$ cat src/rtl/jt12_mix_n.sv
// Serial stereo mixer: NUM_SRC sources, per-source gain, saturated output.
// Optional DC blocker after saturation when JT12_MIX_DCBLOCK_EN is defined.
module jt12_mix_n #(
    parameter int NUM_SRC = 4,
    parameter int IN_W    = 16,
    parameter int OUT_W   = 16,
    parameter int GAIN_W  = 8
) (
    input  logic                      clk,
    input  logic                      rst_n,
    input  logic                      cen,
    input  logic [NUM_SRC*IN_W-1:0]   src_left,
    input  logic [NUM_SRC*IN_W-1:0]   src_right,
    input  logic                      sample_in,
    input  logic                      gain_wr,
    input  logic [2:0]                gain_addr,
    input  logic [GAIN_W-1:0]         gain_din,
    output logic                      busy,
    output logic                      overrun,
    input  logic                      ovr_clr,
    output logic signed [OUT_W-1:0]   snd_left,
    output logic signed [OUT_W-1:0]   snd_right,
    output logic                      snd_sample
);

    localparam int IW = $clog2(NUM_SRC);
    localparam int PW = IN_W + GAIN_W + 1;
    localparam int AW = IN_W + GAIN_W + IW + 1;
    localparam int SH = GAIN_W - 2;
    localparam logic [GAIN_W-1:0] UNITY = GAIN_W'(2 ** SH);
    localparam logic [IW-1:0] LAST = IW'(NUM_SRC - 1);

    typedef enum logic [1:0] {IDLE, ACC, SAT, DCB} state_t;

    state_t                  state_q, state_d;
    logic [IW-1:0]           idx_q, idx_d;
    logic signed [AW-1:0]    accl_q, accl_d;
    logic signed [AW-1:0]    accr_q, accr_d;
    logic signed [IN_W-1:0]  srcl_q [NUM_SRC];
    logic signed [IN_W-1:0]  srcr_q [NUM_SRC];
    logic [GAIN_W-1:0]       gain_q [NUM_SRC];
    logic [GAIN_W-1:0]       gsh_q  [NUM_SRC];
    logic signed [OUT_W-1:0] snd_left_q, snd_right_q;
    logic signed [OUT_W-1:0] outl_d, outr_d;
    logic                    snd_sample_q;
    logic                    ovr_q;
    logic                    start, load;
    logic signed [PW-1:0]    prodl, prodr;

    function automatic logic signed [OUT_W-1:0] sat_acc(
        input logic signed [AW-1:0] a
    );
        logic signed [AW-1:0] s;
        logic [AW-OUT_W:0]    hi;
        s  = a >>> SH;
        hi = s[AW-1:OUT_W-1];
        if (&hi || ~|hi) return s[OUT_W-1:0];
        else if (s[AW-1]) return {1'b1, {(OUT_W-1){1'b0}}};
        else return {1'b0, {(OUT_W-1){1'b1}}};
    endfunction

    // Signed sample times unsigned gain: zero-extend the gain first.
    assign prodl = PW'(srcl_q[idx_q]) * PW'($signed({1'b0, gsh_q[idx_q]}));
    assign prodr = PW'(srcr_q[idx_q]) * PW'($signed({1'b0, gsh_q[idx_q]}));

`ifdef JT12_MIX_DCBLOCK_EN
    localparam int DW = OUT_W + 10;

    logic signed [OUT_W-1:0] xl_q, xr_q, xpl_q, xpr_q;

    function automatic logic signed [OUT_W-1:0] dc_step(
        input logic signed [OUT_W-1:0] x,
        input logic signed [OUT_W-1:0] xp,
        input logic signed [OUT_W-1:0] yp
    );
        logic signed [DW-1:0] y;
        logic [DW-OUT_W:0]    hi;
        y  = DW'(x) - DW'(xp) + DW'(yp) - (DW'(yp) >>> 8);
        hi = y[DW-1:OUT_W-1];
        if (&hi || ~|hi) return y[OUT_W-1:0];
        else if (y[DW-1]) return {1'b1, {(OUT_W-1){1'b0}}};
        else return {1'b0, {(OUT_W-1){1'b1}}};
    endfunction

    // The output register doubles as the y[n-1] history.
    assign outl_d = dc_step(xl_q, xpl_q, snd_left_q);
    assign outr_d = dc_step(xr_q, xpr_q, snd_right_q);

    always_ff @(posedge clk or negedge rst_n) begin
        if (!rst_n) begin
            xl_q  <= '0;
            xr_q  <= '0;
            xpl_q <= '0;
            xpr_q <= '0;
        end else begin
            if (cen && state_q == SAT) begin
                xl_q <= sat_acc(accl_q);
                xr_q <= sat_acc(accr_q);
            end
            if (load) begin
                xpl_q <= xl_q;
                xpr_q <= xr_q;
            end
        end
    end
`else
    assign outl_d = sat_acc(accl_q);
    assign outr_d = sat_acc(accr_q);
`endif

    always_comb begin
        state_d = state_q;
        idx_d   = idx_q;
        accl_d  = accl_q;
        accr_d  = accr_q;
        start   = 1'b0;
        load    = 1'b0;
        if (cen) begin
            unique case (state_q)
                IDLE: begin
                    if (sample_in) begin
                        start   = 1'b1;
                        accl_d  = '0;
                        accr_d  = '0;
                        idx_d   = '0;
                        state_d = ACC;
                    end
                end
                ACC: begin
                    accl_d = accl_q + AW'(prodl);
                    accr_d = accr_q + AW'(prodr);
                    if (idx_q == LAST) state_d = SAT;
                    else idx_d = idx_q + IW'(1);
                end
                SAT: begin
`ifdef JT12_MIX_DCBLOCK_EN
                    state_d = DCB;
`else
                    load    = 1'b1;
                    state_d = IDLE;
`endif
                end
                default: begin
`ifdef JT12_MIX_DCBLOCK_EN
                    load = 1'b1;
`endif
                    state_d = IDLE;
                end
            endcase
        end
    end

    always_ff @(posedge clk or negedge rst_n) begin
        if (!rst_n) begin
            state_q      <= IDLE;
            idx_q        <= '0;
            accl_q       <= '0;
            accr_q       <= '0;
            snd_left_q   <= '0;
            snd_right_q  <= '0;
            snd_sample_q <= 1'b0;
            ovr_q        <= 1'b0;
        end else begin
            state_q      <= state_d;
            idx_q        <= idx_d;
            accl_q       <= accl_d;
            accr_q       <= accr_d;
            snd_sample_q <= load;
            if (load) begin
                snd_left_q  <= outl_d;
                snd_right_q <= outr_d;
            end
            // A dropped sample takes priority over a clear.
            if (cen && sample_in && state_q != IDLE) ovr_q <= 1'b1;
            else if (ovr_clr) ovr_q <= 1'b0;
        end
    end

    always_ff @(posedge clk or negedge rst_n) begin
        if (!rst_n) begin
            for (int k = 0; k < NUM_SRC; k++) begin
                gain_q[k] <= UNITY;
                gsh_q[k]  <= UNITY;
                srcl_q[k] <= '0;
                srcr_q[k] <= '0;
            end
        end else begin
            if (gain_wr && (int'(gain_addr) < NUM_SRC))
                gain_q[gain_addr[IW-1:0]] <= gain_din;
            if (start) begin
                for (int k = 0; k < NUM_SRC; k++) begin
                    srcl_q[k] <= src_left[k*IN_W +: IN_W];
                    srcr_q[k] <= src_right[k*IN_W +: IN_W];
                    gsh_q[k]  <= gain_q[k];
                end
            end
        end
    end

    assign busy       = (state_q != IDLE);
    assign overrun    = ovr_q;
    assign snd_left   = snd_left_q;
    assign snd_right  = snd_right_q;
    assign snd_sample = snd_sample_q;

endmodule

$ cat config.mk
export PLATFORM = sky130hd
export DESIGN_NAME = jt12_mix_n
export DESIGN_NICKNAME = d
export VERILOG_FILES = /design/src/rtl/jt12_mix_n.sv
export SDC_FILE = /design/constraint.sdc
export NUM_CORES = 1
export LEC_CHECK = 0
export ABC_AREA = 1
export CORE_MARGIN = 10
export CORE_UTILIZATION = 50
export DETAILED_ROUTE_END_ITERATION = 7
export DONT_BUFFER_PORTS = 1
export PLACE_DENSITY_LB_ADDON = 0.1
export SETUP_SLACK_MARGIN = 0.5
export SLEW_MARGIN = 20
export SYNTH_ARGS = -nofsm -noshare
export SYNTH_HDL_FRONTEND = slang
export SYNTH_SLANG_ARGS = --single-unit
$ cat constraint.sdc
create_clock -name clk -period 7.9 [get_ports clk]
set_clock_uncertainty 0.15 [all_clocks]
set_input_delay 1.58 -clock clk [delete_from_list [all_inputs] [get_ports clk]]
set_output_delay 1.58 -clock clk [all_outputs]
set_load 0.01 [all_outputs]
Yosys cells after proc, flatten, opt, wreduce, memory -nomap -nowiden:

Cells that the tools add are included.

* input port bits: 145
* word-level logic and storage cells: 92
* bits in writable memories: 0
* latch bits: 0
* memories kept: 0
* ROM bits: 0
* output and inout bits: 35
* flip-flop bits (word level): 284

* reductions and logical operators: 19
* equal/unequal tests: 6
* bitwise gates (word level): 2
* muxes and demuxes: 32
* shift-type cells: 0
* div/mod/pow operators: 0
* $add $sub $neg: 3
* $lt $le $gt $ge: 4
* multiply operators: 2

Operator list (count)
* 16-bit 2-to-1 mux: 8
* 27-bit case mux with 2 select lines: 2
* 16-bit binary-select mux with 2-bit select: 2
* 27-bit by 25-bit adder with 27-bit output: 2
* 16-bit by 9-bit multiplier with 25-bit output: 2
* 32-bit bitwise mux: 1
* 27-bit 2-to-1 mux: 1
* 8-bit 2-to-1 mux: 3
* 8-bit binary-select mux with 2-bit select: 1
* 8-bit demux with 2-bit select: 1
* 6-bit AND reduction: 2
* 6-bit OR reduction: 2
* 2-bit 2-to-1 mux: 4
* 2-bit case mux with 2 select lines: 2
* 1-bit 2-to-1 mux: 7
* 3-bit greater-or-equal comparator, second input constant: 2
* 2-bit != test, second input constant: 3
* 2-bit inverter with 3-bit output: 2
* 3-bit AND reduction: 2
* 2-bit nonzero test: 3
* 2-bit equality test, second input constant: 2
* 1-bit logical AND: 4
* 4-bit AND reduction: 1
* 3-bit by 1-bit < comparator with 1-bit output, second input constant: 1
* 6 further kinds: 8

Logic depth before layout (Yosys ltp):

Gate-level depths: netlist of the first run.

* word-level depth: 7
* depth in mapped cells: 30
* gate-level depth less buffers: 26

Worst setup path after synthesis of the first run:

Ideal clock, no wire load.

* path kind: register to register
* from: reg idx_q[0]
* to: reg accl_q[26]
* buffers on the path: 2
* data arrival time: 5.392 ns
* setup slack: 2.241 ns
* library setup time: 0.117 ns
* cell stages (with the launch flop): 27
* required time: 7.633 ns
* clock period less this slack: 5.659 ns
* path through: dfrtp_1 -> buf_4 -> clkinv_2 -> buf_2 -> nand2_1 -> a32oi_1 -> inv_1 -> nor2_1 -> inv_1 -> fa_1 -> fa_1 -> inv_1 -> fa_1 -> inv_1 -> fa_1 -> fa_1 -> inv_1 -> ha_1 -> nand2_1 -> nor2_1 -> inv_1 -> nor3_1 -> nand2_1 -> nand3_1 -> nand2_1 -> nand3_1 -> nand2_1

* cells in the longest elaborated chain, start to end: 7
* elaborated cells on any way between the ends: 10
* classes of those cells: add/sub: 1; mul: 1; mux: 7; bitwise: 1

RTL lines
* from (decl): RTL line 36 `logic [IW-1:0] idx_q, idx_d;`
* from (signal assigned): RTL line 165 `idx_q <= idx_d;`
* 2-bit inverter with 3-bit output (implied by the code) *: RTL line 63 `assign prodl = PW'(srcl_q[idx_q]) * PW'($signed({1'b0, gsh_q[idx_q]}));`
* 16-bit binary-select mux with 2-bit select or 8-bit binary-select mux with 2-bit select (tied branches): RTL line 63
* 16-bit 2-to-1 mux (implied by the code) or 8-bit 2-to-1 mux (tied branches) (2 in series): RTL line 63
* 16-bit by 9-bit multiplier with 25-bit output *: RTL line 63
* 27-bit by 25-bit adder with 27-bit output *: RTL line 130 `accl_d = accl_q + AW'(prodl);`
* 27-bit case mux with 2 select lines *: RTL line 119 `unique case (state_q)`
* to (signal assigned): RTL line 166 `accl_q <= accl_d;`
* to (decl): RTL line 37 `logic signed [AW-1:0] accl_q, accl_d;`

Every way passes the cells marked *; elsewhere a longest branch is shown, timed or not. The select of a mux whose other input is x is not followed.
A chain may end at the register's enable or synchronous reset.

Worst setup path after layout of the first run:

* from: reg idx_q[0]
* to: reg accr_q[26]

* cells in the longest elaborated chain, start to end: 7
* elaborated cells on any way between the ends: 10
* classes of those cells: add/sub: 1; mul: 1; mux: 7; bitwise: 1

RTL lines
* 2-bit inverter with 3-bit output (implied by the code) *: RTL line 64 `assign prodr = PW'(srcr_q[idx_q]) * PW'($signed({1'b0, gsh_q[idx_q]}));`
* 16-bit binary-select mux with 2-bit select or 8-bit binary-select mux with 2-bit select (tied branches): RTL line 64
* 16-bit 2-to-1 mux (implied by the code) or 8-bit 2-to-1 mux (tied branches) (2 in series): RTL line 64
* 16-bit by 9-bit multiplier with 25-bit output *: RTL line 64
* 27-bit by 25-bit adder with 27-bit output *: RTL line 131 `accr_d = accr_q + AW'(prodr);`
* 27-bit case mux with 2 select lines *: RTL line 119
* to (signal assigned): RTL line 167 `accr_q <= accr_d;`
* to (decl): RTL line 38 `logic signed [AW-1:0] accr_q, accr_d;`

Marks and branches as above.

==> results by group, run 1 <==
Worst hold path
  – Hold Crit Class: flop to flop
  – Hold path depth: 2

Synthesis
  – Most common cell in the synthesized netlist: nand2_1
  – Synth Flop Type: dfrtp_1
  – EDFF count, synth: 0
  – Syn Nets: 3,326
  – Number of distinct library cells after synthesis: 44
  – Synth top area cells: dfrtp_1 28%, fa_1 21%, nand2_1 10%
  – Sequential share of the synthesized area: 29.3%
  – Largest family of logic cells by synthesized area: adder cells
  – Mux share of post-synthesis cell area: 8.66%
  – Post-Synthesis Cells: 2,808
  – Synth Area in XOR/XNOR: 0.217%
  – Simple-gate share of the synthesized area: 16.6%
  – Ys async rst share: 100%
  – Warnings from Yosys: 0
  – Area share of the leading cell type in the synthesized netlist: 28.5%
  – Synth top cells by count: 658 x nand2_1, 585 x inv_1, 276 x dfrtp_1
  – Synth Area in Compound Gates: 6.91%
  – Synthesized area per cell: 8.64 sq um
  – Syn Std Cell Area: 24,300 sq um
  – Post-synth top area cell: dfrtp_1
  – Yosys reg bits: 284
  – Adder-Cell Fraction of Synth Area: 27.1%

Setup path
  – Crit start category: flop
  – Crit-path max FO: 46
  – Slowest stage cell, crit path: fa_1
  – CP arrival: 7.10 ns
  – WP buf/inv: 5
  – Kind of critical path: flop to flop
  – R2R depth: 23
  – Worst path depth: 23
  – Crit path max-delay family: adder cells
  – Worst stage delay on the critical path: 0.64 ns
  – Worst EP required: 8.20 ns
  – Worst setup EP type: flop
  – Crit path top cell by count: nand2_1
  – Critical path, cell by cell: clkinv_2 > buf_4 > nand2_1 > a32oi_1 > inv_1 > nor2_1 > fa_1 > fa_1 > fa_1 > fa_1 > inv_1 > fa_1 > inv_1 > ha_1 > nand2_1 > nor2_1 > nand2_1 > nor3_1 > nand2_1 > nand3_1 > nand2_1 > nand3_1 > nand2_1

STA
  – Setup TNS Final: 0 ns
  – Rel. slew slack: 29.1%
  – Minimum clock period: 6.81 ns
  – Hold slack: 0.331 ns
  – Final setup viols: 0
  – Max Freq: 147 MHz
  – Final hold viol count: 0
  – Max Slew Vio Count: 0
  – RSZ-0062 raised after global routing: false
  – Slew @ Worst Pin: 1.06 ns
  – Period utilization: 86.2%

GRT
  – Gr usage total: 22.1%
  – Initial antenna violation count: 11
  – Total grt overflow: 0
  – Vias in the first global route: 18,300
  – First-pass GRT wire length: 100,000 um
  – Largest net degree at the start of global routing: 285

Detailed routing
  – Vias: 17,700
  – Vias per cell: 5.17
  – DRT Pass-1 Iters: 5
  – ANT nets after route: 0
  – DR WL/cell: 18.0 um
  – Drt initial violations: 1,066
  – Post-route DRC: 0
  – Routed WL: 61,800 um

Clock network
  – H-tree level count: 2
  – CTS tree: yes
  – Num CTS Buffers: 34
  – CTS Hold Bufs: 0
  – CTS sink cnt: 284
  – CTS Buffer Depth: 3
  – Gates resized, CTS repair: 0
  – Reg clk slew, reported paths: 0.06 ns
  – Clock Latency Late Sink: 0.56 ns
  – CTS Root Cell: clkbuf_16
  – Postcts setup bufs: 0

Floorplan
  – FP Rows: 80
  – Die Height: 240 um
  – Die Wd: 240 um
  – Die area: 57,700 sq um
  – Starting Density: 50.7%
  – Top Ports: 180
  – Core ar.: 47,800 sq um

Final layout
  – Share of cells above drive strength 1: 9.20%
  – Final cell count without fillers: 3,423
  – Nets@finish: 3,296
  – Syn-to-layout area delta: 6.78%
  – Final Cell Area: 25,900 sq um

Placement
  – Post-DP HPWL: 49,000 um
  – GP Congestion: 0.933
  – Placement Cell Area: 24,700 sq um
  – PortBufs: 0
  – Placed Cells: 3,357

Job
  – Max_cap viols: 0

Outcome
  – Status: finished, final reports clean
==> final cells by class <==
class	count	area, sq um
fill	4526	21900
multi-input combinational	1847	14500
sequential	284	7120
inverter	594	2230
clock buffer	52	978
tap	615	769
clock inverter	10	174
timing repair buffer	17	140
antenna	4	10.0
==> per-layer routing <==
| layer | global-route usage [%] | wire length (um) |
|---|---|---|
| met3 | 5.43 | 4770 |
| met4 | 5.89 | 1360 |
| met1 | 31.7 | 29900 |
| met2 | 32.5 | 25700 |
| met5 | 0 | 92 |
==> kinds of logic after synthesis <==
logic type	after synthesis
buffers and inverters	677
and+or+nand+nor	1027
adders and majority gates	373
muxes	160
xor gates and xnor gates	6
AOI/OAI and AO/OA	281
DFF	284
==> state kept, by name, summed over array words and instances (netlist names) <==
register,count
srcr_q,64
overrun,1
gain_q,32
snd_right,16
srcl_q,64
state_q,2
snd_sample,1
accr_q,27
snd_left,16
gsh_q,32
idx_q,2
accl_q,27
==> metrics by stage <==
stage                     utilization (%)  setup slack, ns
after floorplan                         -             2.24
after global placement               51.7             1.10
after detailed placement             51.7             1.06
after CTS                            54.1             1.07
after global routing                 54.1            0.641
final                                54.1             1.09
==> cells in the final DEF (no fill, tap or decap), types with 3 or more instances in the layout <==
cell       Yosys  final
fa_1         254    254
inv_1        585    582
nor4_1         3      3
o21ai_0       92     92
dfstp_2        8      8
ha_1         119    119
nand3_1       72     72
clkbuf_8       0      6
mux2_4        80     80
and2_1         5      5
nand2_1      658    658
buf_4          6     16
o22ai_1        8      8
a32oi_2        8      9
clkbuf_16      0     34
nor3_1         4      4
mux2_2        71     71
clkinv_2       1      3
diode_2        0      4
dfrtp_1      276    275
nand4_1       14     14
clkbuf_1      18     12
o21ai_1        8      7
a32oi_1       30     29
bufinv_16      0      3
xor2_1         4      4
or2_2          3      3
o31ai_1        3      3
inv_2          8      9
o21bai_1       4      4
mux2_1         9      9
a21oi_1      119    119
nor2_1       263    263
==> worst min-delay path, stage by stage, from the launching register on <==
cell	delay, ns
dfrtp_1	0.34
nand2_1	0.05
o21ai_0	0.06
==> worst paths after layout <==
path / start / to / slack [ns]
setup / recovery: idx_q[0]$_DFFE_PN0P_ / accr_q[26]$_DFFE_PN0P_ / 1.09
hold / removal: gain_q[27]$_DFFE_PN0P_ / gain_q[27]$_DFFE_PN0P_ / 0.33
setup reg to reg: idx_q[0]$_DFFE_PN0P_ / accr_q[26]$_DFFE_PN0P_ / 1.09
hold reg to reg: gain_q[27]$_DFFE_PN0P_ / gain_q[27]$_DFFE_PN0P_ / 0.33
max in group asynchronous: rst_n / gain_q[16]$_DFFE_PN0P_ / 6.33
min in group asynchronous: rst_n / snd_right[5]$_DFFE_PN0P_ / 0.57
Power of run 1 is left out: the tool's default activity adds up to more than one toggle a clock period on the data nets, which glitch-free logic cannot reach.
==> run 2, diff against run 1 <==
Settings changed: ABC_AREA 1 to not set.
==> run 2 against run 1 <==
Die area down 3.7%. Cell area down 3.6%. Register-to-register slack worse by 0.07 ns. Critical endpoint unchanged.
==> results by group, run 2 <==
Final layout
  – Most common cell after layout, fill and taps aside: inv_1
  – Top flop regs: srcl_q (64), srcr_q (64)
  – Most frequent cells in the layout: 370 x inv_1, 274 x dfrtp_1, 260 x nand2_1
  – Final Cell Area: 25,000 sq um (-3.6%)
  – Syn-to-layout area delta: 7.27%
  – Share of cells above drive strength 1: 15.0% (+5.8 points)
  – Nets@finish: 2,755 (-16%)

Synthesis
  – Synth Flop Type: dfrtp_1
  – Ys async rst share: 100% (unchanged)
  – Post-Synthesis Cells: 2,274 (-19%)
  – Synth top area cells: dfrtp_1 30%, fa_1 22%, mux2_2 10%
  – Most common cell in the synthesized netlist: inv_1
  – Synthesized area per cell: 10.2 sq um (+19%)
  – Post-synth top area cell: dfrtp_1
  – EDFF count, synth: 0 (unchanged)
  – Warnings from Yosys: 0 (unchanged)
  – Number of distinct library cells after synthesis: 76 (+73%)
  – Area share of the leading cell type in the synthesized netlist: 29.7% (+1.2 points)
  – Sequential share of the synthesized area: 30.6% (+1.2 points)
  – Synth top cells by count: 370 x inv_1, 276 x dfrtp_1, 260 x nand2_1
  – Syn Nets: 2,792 (-16%)
  – Syn Std Cell Area: 23,300 sq um (-4.0%)
  – Yosys reg bits: 284 (unchanged)

STA
  – Hold slack: 0.333 ns (+0.00239 ns)
  – Final hold viol count: 0 (unchanged)
  – Final setup viols: 0 (unchanged)
  – Max Freq: 145 MHz (-1.0%)
  – Rel. slew slack: 33.5% (+4.4 points)
  – Minimum clock period: 6.88 ns (+0.0690 ns)
  – RSZ-0062 raised after global routing: false
  – Slew @ Worst Pin: 0.987 ns (-0.0693 ns)
  – Period utilization: 87.0% (+0.87 points)
  – Setup TNS Final: 0 ns (unchanged)
  – Max Slew Vio Count: 0 (unchanged)

Clock network
  – Reg clk slew, reported paths: 0.06 ns (about the same)
  – Clock Latency Late Sink: 0.56 ns (about the same)
  – CTS tree: yes
  – H-tree level count: 2 (unchanged)
  – Gates resized, CTS repair: 0 (unchanged)
  – CTS sink cnt: 284 (unchanged)
  – CTS Root Cell: clkbuf_16
  – CTS Hold Bufs: 0 (unchanged)
  – Postcts setup bufs: 0 (unchanged)
  – CTS Buffer Depth: 3 (unchanged)
  – Num CTS Buffers: 35 (+2.9%)

GRT
  – Initial antenna violation count: 32 (+21)
  – Largest net degree at the start of global routing: 285 (unchanged)
  – Gr usage total: 20.6% (-1.5 points)
  – Vias in the first global route: 16,200 (-12%)
  – Total grt overflow: 0 (unchanged)
  – First-pass GRT wire length: 92,400 um (-8.0%)

Detailed routing
  – Vias: 15,600 (-12%)
  – ANT nets after route: 0 (unchanged)
  – Post-route DRC: 0 (unchanged)
  – Routed WL: 56,900 um (-7.8%)
  – DRT Pass-1 Iters: 5 (unchanged)
  – DR WL/cell: 19.8 um (+9.5%)
  – Vias per cell: 5.42 (+4.8%)
  – Drt initial violations: 936 (-12%)

Worst hold path
  – Hold Crit Class: flop to flop
  – Hold path depth: 2 (unchanged)

Setup path
  – Critical path, cell by cell: buf_4 > mux2_2 > o21ai_0 > nor2_1 > fa_1 > fa_1 > fa_1 > fa_1 > inv_1 > fa_1 > inv_1 > ha_1 > a211oi_1 > nor2_1 > o21bai_1 > o211ai_2 > o211ai_1 > a211oi_1 > a221o_1
  – R2R depth: 19 (-17%)
  – Crit-path max FO: 42 (-8.7%)
  – Worst EP required: 8.18 ns (-0.02 ns)
  – Crit start category: flop
  – Kind of critical path: flop to flop
  – Worst setup EP type: flop
  – Crit path top cell by count: fa_1
  – Worst stage delay on the critical path: 0.83 ns (+0.19 ns)
  – Slowest stage cell, crit path: dfrtp_4
  – CP arrival: 7.15 ns (+0.05 ns)

Floorplan
  – Die Height: 236 um (-1.9%)
  – Starting Density: 50.3% (-0.37 points)
  – FP Rows: 79 (-1.3%)
  – Top Ports: 180 (unchanged)
  – Die Wd: 236 um (-1.9%)
  – Core ar.: 46,300 sq um (-3.3%)
  – Die area: 55,600 sq um (-3.7%)

Outcome
  – Status: finished, final reports clean

Placement
  – GP Congestion: 0.908 (-2.6%)
  – PortBufs: 0 (unchanged)
  – Post-DP HPWL: 44,300 um (-9.4%)
  – Placement Cell Area: 23,800 sq um (-3.9%)

Job
  – Max_cap viols: 0 (unchanged)
[run 2: cell types whose count changed after synthesis, sizes merged, moves of 22 or more]
cell / previous run / this run
mux2: 160 / 216
a32oi: 38 / 0
nor2: 265 / 139
a21o: 2 / 27
inv: 593 / 370
nand2: 659 / 261
o21ai: 100 / 146
o21a: 0 / 22
a21oi: 121 / 58
nor2b: 0 / 32
mux2i: 0 / 24
nand3: 72 / 15
[run 2: logic make-up (layout without fill, tap and decap cells)]
family,after synthesis,after routing,synth area share (%)
AO/OA/AOI/OAI,327,327,8.87
XOR/XNOR,38,38,1.43
adder cells (fa/ha/maj),373,373,28.2
buffers and inverters,461,448,7.84
flip-flops,284,284,30.6
multiplexers,256,256,13.0
other,0,14,0
AND/OR/NAND/NOR,535,535,10.1
[run 2: layout make-up]
class	count	area, sq um
fill	4164	21300
clock inverter	10	153
antenna	14	35.0
sequential	284	7120
multi-input combinational	1529	14400
timing repair buffer	17	128
clock buffer	51	1020
inverter	370	1390
tap	607	759
[run 2: path summary, 6_finish.rpt]
| check | startpoint | to | slack, ns |
|---|---|---|---|
| setup / recovery | idx_q[1]$_DFFE_PN0P_ | accr_q[26]$_DFFE_PN0P_ | 1.02 |
| hold / removal | accr_q[5]$_DFFE_PN0P_ | accr_q[5]$_DFFE_PN0P_ | 0.33 |
| setup reg to reg | idx_q[1]$_DFFE_PN0P_ | accr_q[26]$_DFFE_PN0P_ | 1.02 |
| hold reg to reg | accr_q[5]$_DFFE_PN0P_ | accr_q[5]$_DFFE_PN0P_ | 0.33 |
| max in group asynchronous | rst_n | srcl_q[14]$_DFFE_PN0P_ | 6.52 |
| min in group asynchronous | rst_n | accr_q[10]$_DFFE_PN0P_ | 0.58 |
[run 2: per-layer routing]
metal  wire length (um)  up-vias  GRT usage [%]  share of wire (%)
met4                799       36           3.44                1.4
met1              27600     7759           30.4                 48
met5                242        -              0               0.42
met2              23400      429           29.1                 41
met3               4920       88           6.96                8.6
li1                   -     7303              -                  -
[run 2: worst max-delay path: cells and delay by family, from the launching register on]
kind | cells | cell delay (ns)
compound gates | 7 | 1.86
fa+ha+maj | 6 | 2.83
buf+inv | 3 | 0.41
flops | 1 | 0.83
mux | 1 | 0.38
simple gates | 2 | 0.25
[run 2: through the flow]
step                setup WS [ns]  util, %  cells
floorplan                    1.90        -   2274
global placement             1.11     51.4   2807
detailed placement           1.07     51.4   2807
CTS                          1.05     53.9   2868
global route                0.648     54.0   2877
finish                       1.02     54.0   2882
Power of run 2 is left out for the same reason.
==> run 3, diff against run 2 <==
Settings changed: CORE_MARGIN 10 to not set, HOLD_SLACK_MARGIN set to 0.08.
==> run 3 against run 2 <==
Setup slack got worse by 0.030 ns. Cell area is 0.38% lower. First-iteration DRC count is 27% higher. Wire length is 2.6% lower. Via count shrank 0.42%. Hold slack got worse by 0.0076 ns. Non-clock buffer count stayed put. Global-route usage up 3.6 points. Fmax down 0.44%.
==> results by group, run 3 (same netlist as run 2, synthesis figures left out) <==
Floorplan
  – Top Ports: 180 (unchanged)
  – Die area: 47,400 sq um (-15%)
  – Starting Density: 51.0% (+0.65 points)
  – FP Rows: 78 (-1.3%)
  – Die Height: 218 um (-7.6%)
  – Die Wd: 218 um (-7.6%)
  – Core ar.: 45,700 sq um (-1.3%)

STA
  – Final setup viols: 0 (unchanged)
  – Slew @ Worst Pin: 0.952 ns (-0.0348 ns)
  – Max Freq: 145 MHz (-0.44%)
  – Rel. slew slack: 36.3% (+2.8 points)
  – Period utilization: 87.4% (+0.38 points)
  – Minimum clock period: 6.91 ns (+0.0303 ns)
  – Setup TNS Final: 0 ns (unchanged)
  – Max Slew Vio Count: 0 (unchanged)
  – Final hold viol count: 0 (unchanged)
  – RSZ-0062 raised after global routing: false

Final layout
  – Syn-to-layout area delta: 6.86%
  – Fillers: 4,149 (-0.36%)
  – Most common cell after layout, fill and taps aside: inv_1
  – Most frequent cells in the layout: 370 x inv_1, 274 x dfrtp_1, 260 x nand2_1
  – Share of cells above drive strength 1: 14.8% (-0.27 points)
  – Top flop regs: srcl_q (64), srcr_q (64)
  – Nets@finish: 2,754 (-0.036%)

Setup path
  – CP arrival: 7.19 ns (+0.04 ns)
  – Crit-path max FO: 58 (+38%)
  – Worst R2R End: accr_q[22]$_DFFE_PN0P_
  – Worst EP required: 8.18 ns (about the same)
  – Worst R2R Start: idx_q[0]$_DFFE_PN0P_
  – Worst setup EP type: flop
  – R2R depth: 18 (-1)
  – R2r setup slk: 0.99 ns (-0.03 ns)
  – Crit start category: flop
  – Kind of critical path: flop to flop

Clock network
  – H-tree level count: 2 (unchanged)
  – Postcts setup bufs: 0 (unchanged)
  – CTS sink cnt: 284 (unchanged)
  – CTS Root Cell: clkbuf_16
  – Reg clk slew, reported paths: 0.07 ns (about the same)
  – CTS tree: yes
  – Clock Latency Late Sink: 0.56 ns (about the same)
  – Gates resized, CTS repair: 0 (unchanged)
  – CTS Buffer Depth: 3 (unchanged)
  – CTS Hold Bufs: 0 (unchanged)
  – Num CTS Buffers: 34 (-2.9%)

Worst hold path
  – Min-delay src: accr_q[24]$_DFFE_PN0P_
  – Worst hold endpoint: accr_q[24]$_DFFE_PN0P_
  – Hold path depth: 2 (unchanged)
  – Hold Crit Class: flop to flop

Outcome
  – Status: finished, final reports clean

GRT
  – First-pass GRT wire length: 89,400 um (-3.2%)
  – Vias in the first global route: 16,000 (-1.4%)
  – Total grt overflow: 0 (unchanged)
  – Gr usage total: 24.2% (+3.6 points)
  – Largest net degree at the start of global routing: 285 (unchanged)
  – Initial antenna violation count: 20 (-38%)

Detailed routing
  – DR WL/cell: 19.3 um (-2.1%)
  – DRT Pass-1 Iters: 5 (unchanged)
  – Drt initial violations: 1,193 (+27%)
  – Vias per cell: 5.42 (about the same)
  – Post-route DRC: 0 (unchanged)
  – Vias: 15,600 (-0.42%)
  – ANT nets after route: 0 (unchanged)
  – Routed WL: 55,500 um (-2.6%)

Placement
  – PortBufs: 0 (unchanged)
  – Post-DP HPWL: 42,900 um (-3.2%)
  – GP Congestion: 0.882 (-2.9%)

Job
  – Max_cap viols: 0 (unchanged)
run 3: cell types whose count changed in the layout (fill, tap and decap cells not counted), sizes merged:
cell	delta
diode	-8
clkinvlp	+1
bufinv	-1
clkbuf	+1
run 3: critical path, stage by stage, from the launching register on:
cell,delay [ns]
dfrtp_4,0.85
mux4_2,0.81
nand2_1,0.26
fa_1,0.82
fa_1,0.49
inv_1,0.10
fa_1,0.41
fa_1,0.49
inv_1,0.05
fa_1,0.47
inv_1,0.04
ha_1,0.38
a21oi_1,0.20
o21bai_1,0.08
a21oi_1,0.39
a21oi_1,0.17
a21oi_1,0.18
o21ai_0,0.11
a221o_1,0.30
run 3: area by class of cell:
cell class	instances	area, sq um	share of cell area [%]
clock buffers	52	938	3.77
multi-input cells	1529	14400	57.8
inverters	370	1390	5.58
well taps	600	751	3.02
clock inverters	10	128	0.513
diodes	6	15.0	0.0603
flip-flops and latches	284	7120	28.6
repair buffers	17	165	0.664
run 3: metal layers:
metal | track usage [%] | up-vias | part of all wire [%]
met2 | 34.4 | 444 | 41
li1 | - | 7295 | -
met1 | 37.3 | 7706 | 49
met4 | 4.34 | 30 | 1.4
met5 | 0 | - | 0.34
met3 | 6.19 | 75 | 8.0
run 3: metrics by stage:
step	std cells	util [%]	setup WS, ns	cell area, sq um	hold WS [ns]
2_1_floorplan	2274	-	1.90	23300	0.300
3_3_place_gp	2800	52.1	1.20	23800	0.313
3_5_place_dp	2800	52.1	1.10	23800	0.321
4_1_cts	2862	54.4	1.07	24900	0.333
5_1_grt	2865	54.5	0.674	24900	0.359
6_report	2868	54.5	0.994	24900	0.325
run 3: worst max-delay path by stage:
stage	endpoint	cells past startpoint	slack [ns]	start
floorplan	accl_q[18]$_DFFE_PN0P_	21	1.90	idx_q[0]$_DFFE_PN0P_
global placement	accr_q[24]$_DFFE_PN0P_	18	1.20	idx_q[0]$_DFFE_PN0P_
detailed placement	accr_q[22]$_DFFE_PN0P_	18	1.10	idx_q[0]$_DFFE_PN0P_
CTS	accr_q[22]$_DFFE_PN0P_	18	1.07	idx_q[0]$_DFFE_PN0P_
global route	accr_q[22]$_DFFE_PN0P_	18	0.67	idx_q[0]$_DFFE_PN0P_
finish	accr_q[22]$_DFFE_PN0P_	18	0.99	idx_q[0]$_DFFE_PN0P_
Power of run 3 is left out for the same reason.
